File: config.mk
export PLATFORM = sky130hd
export DESIGN_NAME = pipeline_ctrl
export DESIGN_NICKNAME = d
export VERILOG_FILES = /design/src/rtl/mips_pkg.sv /design/src/rtl/pipe_valid_chain.sv /design/src/rtl/pipeline_ctrl.sv
export SDC_FILE = /design/constraint.sdc
export NUM_CORES = 1
export LEC_CHECK = 0
export CORE_MARGIN = 2
export CORE_UTILIZATION = 40
export CTS_CLUSTER_DIAMETER = 120
export CTS_CLUSTER_SIZE = 20
export DETAILED_ROUTE_END_ITERATION = 8
export DONT_BUFFER_PORTS = 1
export PLACE_DENSITY = 0.51
export SYNTH_ARGS = -nofsm -noshare
export SYNTH_HDL_FRONTEND = slang
export SYNTH_HIERARCHICAL = 1
export SYNTH_SLANG_ARGS = --single-unit
export TNS_END_PERCENT = 10
File: constraint.sdc
create_clock -name clk -period 2.6 [get_ports clk]
set_clock_uncertainty 0.05 [all_clocks]
set_input_delay 0.39 -clock clk [delete_from_list [all_inputs] [get_ports clk]]
set_output_delay 0.39 -clock clk [all_outputs]
set_load 0.03 [all_outputs]
File: src/rtl/mips_pkg.sv
// Shared definitions for the pipeline controller: FSM state encoding,
// classic five-stage indices and the default performance-counter width.
package mips_pkg;

    typedef enum logic [2:0] {
        ST_IDLE   = 3'd0,
        ST_RUN    = 3'd1,
        ST_STEP   = 3'd2,
        ST_DRAIN  = 3'd3,
        ST_HALTED = 3'd4
    } state_e;

    localparam int STG_IF  = 0;
    localparam int STG_ID  = 1;
    localparam int STG_EX  = 2;
    localparam int STG_MEM = 3;
    localparam int STG_WB  = 4;

    localparam int NB_CNT_DEFAULT = 32;

endpackage

File: src/rtl/pipe_valid_chain.sv
// Per-stage valid shift register: shifts on advance, holds the front of the
// pipe and inserts a bubble on stall, clears the leading stages on flush.
module pipe_valid_chain
    import mips_pkg::*;
#(
    parameter int N_STAGES    = 5,
    parameter int STALL_STAGE = 2,
    parameter int FLUSH_DEPTH = 1
) (
    input  logic                clk,
    input  logic                rst,
    input  logic                i_advance,
    input  logic                i_stall,
    input  logic                i_flush,
    input  logic                i_fill,
    input  logic                i_kill,
    output logic [N_STAGES-1:0] o_valid,
    output logic [N_STAGES-1:0] o_valid_d
);

    logic [N_STAGES-1:0] valid_q;
    logic [N_STAGES-1:0] valid_d;
    logic [N_STAGES-1:0] shifted;

    // Stall takes priority over flush; a kill (halt) always empties the fetch slot.
    always_comb begin
        shifted = {valid_q[N_STAGES-2:0], i_fill};
        valid_d = valid_q;
        if (i_advance) begin
            for (int i = 0; i < N_STAGES; i++) begin
                if (i_stall && i < STALL_STAGE) begin
                    valid_d[i] = valid_q[i];
                end else if (i_stall && i == STALL_STAGE) begin
                    valid_d[i] = 1'b0;
                end else if (!i_stall && i_flush && i < FLUSH_DEPTH) begin
                    valid_d[i] = 1'b0;
                end else begin
                    valid_d[i] = shifted[i];
                end
            end
            if (i_kill) begin
                valid_d[STG_IF] = 1'b0;
            end
        end
    end

    always_ff @(posedge clk or posedge rst) begin
        if (rst) begin
            valid_q <= '0;
        end else begin
            valid_q <= valid_d;
        end
    end

    assign o_valid   = valid_q;
    assign o_valid_d = valid_d;

endmodule

File: src/rtl/pipeline_ctrl.sv
// Pipeline sequencing controller: run / single-step / drain / halt FSM with
// stall and flush handling. Define PIPELINE_CTRL_PERF_CNT_EN for the counters.
module pipeline_ctrl
    import mips_pkg::*;
#(
    parameter int N_STAGES    = 5,
    parameter int STALL_STAGE = 2,
    parameter int FLUSH_DEPTH = 1,
    parameter int NB_CNT      = NB_CNT_DEFAULT
) (
    input  logic                clk,
    input  logic                i_rst,
    input  logic                i_step_mode,
    input  logic                i_run,
    input  logic                i_step,
    input  logic                i_clear,
    input  logic                i_halt_req,
    input  logic                i_halt_instr,
    input  logic                i_stall,
    input  logic                i_flush,
    output logic                o_pc_en,
    output logic [N_STAGES-1:0] o_stage_en,
    output logic [N_STAGES-1:0] o_stage_valid,
    output logic [2:0]          o_state,
    output logic                o_halted,
    output logic [NB_CNT-1:0]   o_cycle_cnt,
    output logic [NB_CNT-1:0]   o_retired_cnt
);

    state_e              state_q;
    state_e              state_d;
    logic                active;
    logic                advance;
    logic                stall_eff;
    logic                flush_eff;
    logic                halt_hit;
    logic [N_STAGES-1:0] valid_q;
    logic [N_STAGES-1:0] valid_d;

    // Hazard inputs only matter while fetching; the drain ignores them so it
    // is guaranteed to finish within N_STAGES cycles.
    always_comb begin
        active    = (state_q == ST_RUN) || (state_q == ST_STEP);
        advance   = (state_q == ST_RUN) || (state_q == ST_DRAIN) ||
                    ((state_q == ST_STEP) && i_step);
        stall_eff = advance && active && i_stall;
        flush_eff = advance && active && i_flush && !i_stall;
        halt_hit  = advance && active &&
                    (i_halt_req || (i_halt_instr && valid_q[STG_ID]));
        o_pc_en   = advance && !stall_eff && (state_q != ST_DRAIN);
        o_stage_en = '0;
        if (advance) begin
            for (int i = 0; i < N_STAGES; i++) begin
                o_stage_en[i] = !stall_eff || (i >= STALL_STAGE);
            end
        end
    end

    always_comb begin
        state_d = state_q;
        unique case (state_q)
            ST_IDLE:   if (i_run) state_d = i_step_mode ? ST_STEP : ST_RUN;
            ST_RUN:    if (halt_hit) state_d = ST_DRAIN;
            ST_STEP:   if (halt_hit) state_d = ST_DRAIN;
            ST_DRAIN:  if (valid_d == '0) state_d = ST_HALTED;
            ST_HALTED: if (i_clear) state_d = ST_IDLE;
            default:   state_d = ST_IDLE;
        endcase
    end

    always_ff @(posedge clk or posedge i_rst) begin
        if (i_rst) begin
            state_q <= ST_IDLE;
        end else begin
            state_q <= state_d;
        end
    end

    pipe_valid_chain #(
        .N_STAGES    (N_STAGES),
        .STALL_STAGE (STALL_STAGE),
        .FLUSH_DEPTH (FLUSH_DEPTH)
    ) u_valid_chain (
        .clk       (clk),
        .rst       (i_rst),
        .i_advance (advance),
        .i_stall   (stall_eff),
        .i_flush   (flush_eff),
        .i_fill    (active),
        .i_kill    (halt_hit),
        .o_valid   (valid_q),
        .o_valid_d (valid_d)
    );

`ifdef PIPELINE_CTRL_PERF_CNT_EN
    logic [NB_CNT-1:0] cycle_cnt_q;
    logic [NB_CNT-1:0] cycle_cnt_d;
    logic [NB_CNT-1:0] retired_cnt_q;
    logic [NB_CNT-1:0] retired_cnt_d;

    // An instruction counts as retired on the advance that moves it into WB.
    always_comb begin
        cycle_cnt_d   = cycle_cnt_q;
        retired_cnt_d = retired_cnt_q;
        if ((state_q == ST_HALTED) && i_clear) begin
            cycle_cnt_d   = '0;
            retired_cnt_d = '0;
        end else if (advance) begin
            cycle_cnt_d = cycle_cnt_q + NB_CNT'(1);
            if (valid_d[N_STAGES-1]) begin
                retired_cnt_d = retired_cnt_q + NB_CNT'(1);
            end
        end
    end

    always_ff @(posedge clk or posedge i_rst) begin
        if (i_rst) begin
            cycle_cnt_q   <= '0;
            retired_cnt_q <= '0;
        end else begin
            cycle_cnt_q   <= cycle_cnt_d;
            retired_cnt_q <= retired_cnt_d;
        end
    end

    assign o_cycle_cnt   = cycle_cnt_q;
    assign o_retired_cnt = retired_cnt_q;
`else
    assign o_cycle_cnt   = '0;
    assign o_retired_cnt = '0;
`endif

    assign o_stage_valid = valid_q;
    assign o_state       = state_q;
    assign o_halted      = (state_q == ST_HALTED);

endmodule

==> flow_summary.ini <==
[run_status]
outcome = completed

[hold_path]
holdCritPathClass = in2reg
holdPathEnd = o_state[2]
hold_depth = 2
min_from = i_clear

[worst_setup_path]
cp_slowest_cell = or4_4
start_kind = flop
path_delay_family = simple AND/OR/NAND/NOR gates
r2r_slack_ns = 0.32
cp_max_fo = 8
cp_common_cell = a21oi_1
crit_buf_inv = 0
worstPathCellList = nand3b_1 > a21oi_1 > nor2b_1 > o21ai_0 > o2bb2ai_1 > or4_4 > o21ai_1 > a21oi_1
r2r_end = o_state[0]
r2r_start = o_state[0]
end_kind = flop
startpoint = o_state[0]
worst-endpoint-arrival_ns = 2.36
critical-path-max-stage-delay_ns = 0.55
crit_type = reg2reg
critical_path_required_ns = 2.68
r2r_cells = 8

[cells_and_area]
seqCellArea_sq_um = 200
fin_util_pct = 35.3
nNetsFinal = 142
n_fill_cell = 267
multi_input_area_sq_um = 505
drive_above_1_share_pct = 14.6
antenna_cells = 0
area_growth_pct = -15.4
fin_cells = 160

[routing]
routedWlPerCell_um = 8.90
drt_iter0_drc = 6
firstDrtPassIters = 3
vias = 599
ant_nets = 0
avgViaCountPerCell = 3.74
drt_wl_total_um = 1420
drc = 0

[clock_network]
insertion_delay_ns = 0.24
cts_made_buffers = 3
path_clk_slew_ns = 0.05
cts_tree = done
postCtsSetupRepairBufs = 0
holdBufCountCts = 1
htreeDepth = 1
cts_resized = 0
cts_root_buf = clkbuf_4
clk_path_buf_depth = 2
clock_sinks = 8

[floorplanning]
core-area_sq_um = 2430
rows = 18
die-area_sq_um = 2960
start_util_pct = 41.7
dieWidth_um = 54.4
dieHeight_um = 54.4
pin_count = 89

[logic_synthesis]
syn_inst = 126
syn_area_per_cell_sq_um = 8.05
netlist_area_sq_um = 1010
synthDistinctLibCells = 27
ys_ff_latch = 8
yosys_warnings = 6
ys_seq_area_share_pct = 19.7

[sta]
clock.fmax_mhz = 438
timing.final.crit_period_ns = 2.28
rsz0062_at_grt = no
final-hold-violation-count = 0
whs_ns = 0.276
setup_viol = 0
setup_tns_ns = 0
setup_slack_ns = 0.317
period_share_pct = 87.8
slew_viol_final = 0

[place]
gp_congestion = 0.748
pre_cts_slack_ns = 0.317
port_buffers = 0
post-place-cells = 156
dpl.hpwl_um = 1280

[grt]
grt_usage_pct = 9.24
antenna_found_initial = 0
grt_pass1_wl_um = 1990
grt_pass1_vias = 460
grt_start_max_net_pins = 9
grt.overflow.total = 0

[power_and_ir_drop]
powerDensity_nw_per_um2 = 1500
p_leak_nw = 0.491
max-vdd-ir-drop_v = 0.000674

[job]
maxCapViolations = 0
[layer usage]
metal  share of wire [%]  up-vias  wire length [um]  GRT usage (%)
met5                   0        -                 0              0
met4                   0        0                 0           3.75
met3                 8.6        0               123           2.19
met2                  54       38               762           15.5
met1                  38      279               537           11.3
li1                    -      282                 -              -
[worst reg2reg max path, stage by stage (launching register included)]
cell and delay, ns:
dfrtp_1 0.45, nand3b_1 0.22, a21oi_1 0.21, nor2b_1 0.19, o21ai_0 0.09, o2bb2ai_1 0.16
or4_4 0.55, o21ai_1 0.15, a21oi_1 0.08
[layout by cell type, fill, tap and decap left out, types with 2 or more instances in the layout]
cell and instances:
buf_4 8, inv_1 5, nand2b_1 5, a21oi_1 8, dfrtp_1 8, conb_1 64, mux2_2 2, nand2_1 2
nor2b_1 2, clkbuf_4 3, o21ai_1 3, nor2_1 3
[cell usage after synthesis (all sizes together)]
master    n  area share, %
nor3      1           0.49
o32a      1           0.99
mux2      3            3.7
a211o     1           0.86
nand2b    5            3.1
dfrtp     8             20
a221oi    1           0.86
o21ai     4            2.0
nor2      4            1.5
inv       6            2.2
and3b     1           0.86
nand2     3            1.4
nor2b     2            1.2
o22ai     1           0.62
or4       1            1.1
buf      71             52
nand3b    1           0.74
and2      1           0.62
conb      1           0.37
a32o      1            1.1
a21oi     8            3.9
o2bb2ai   1           0.86
[cell type report]
type                       count  area share, %
multi-input combinational    104           58.9
clock buffer                   3           2.62
tap                           30           4.37
sequential                     8           23.3
timing repair buffer           9           8.16
inverter                       6           2.62
[cells by family after synthesis]
group | count (synthesis) | share of synthesized area [%]
muxes | 3 | 3.70
and+or+nand+nor | 19 | 11.0
other | 1 | 0.370
buffers and inverters | 77 | 54.0
DFF | 8 | 19.7
AOI/OAI and AO/OA | 18 | 11.2
[sequential cells by signal, indices dropped and copies added, names as in the netlist]
| signal | flops |
|---|---|
| o_state | 3 |
| u_valid_chain/o_valid | 5 |
[metrics by stage]
stage	total power, W	instance area, sq um
2_1_floorplan	0.00116	1250
3_3_place_gp	0.00119	826
3_5_place_dp	0.00120	826
4_1_cts	0.00130	858
5_1_grt	0.00139	858
6_report	0.00129	858
[power breakdown]
group | internal, W | switching, W
clock | 0.0000525 | 0.0000375
sequential | 0.000185 | 0.000118
combinational | 0.000290 | 0.000603
[worst max path at each step]
stage	end	slack [ns]	depth (start not counted)
floorplan	o_state[2]	0.12	7
global placement	o_state[1]	0.37	8
detailed placement	o_state[0]	0.32	8
CTS	o_state[0]	0.31	8
global route	o_state[0]	0.15	8
finish	o_state[0]	0.32	8
No activity file was read; power rests on OpenSTA's default activity.
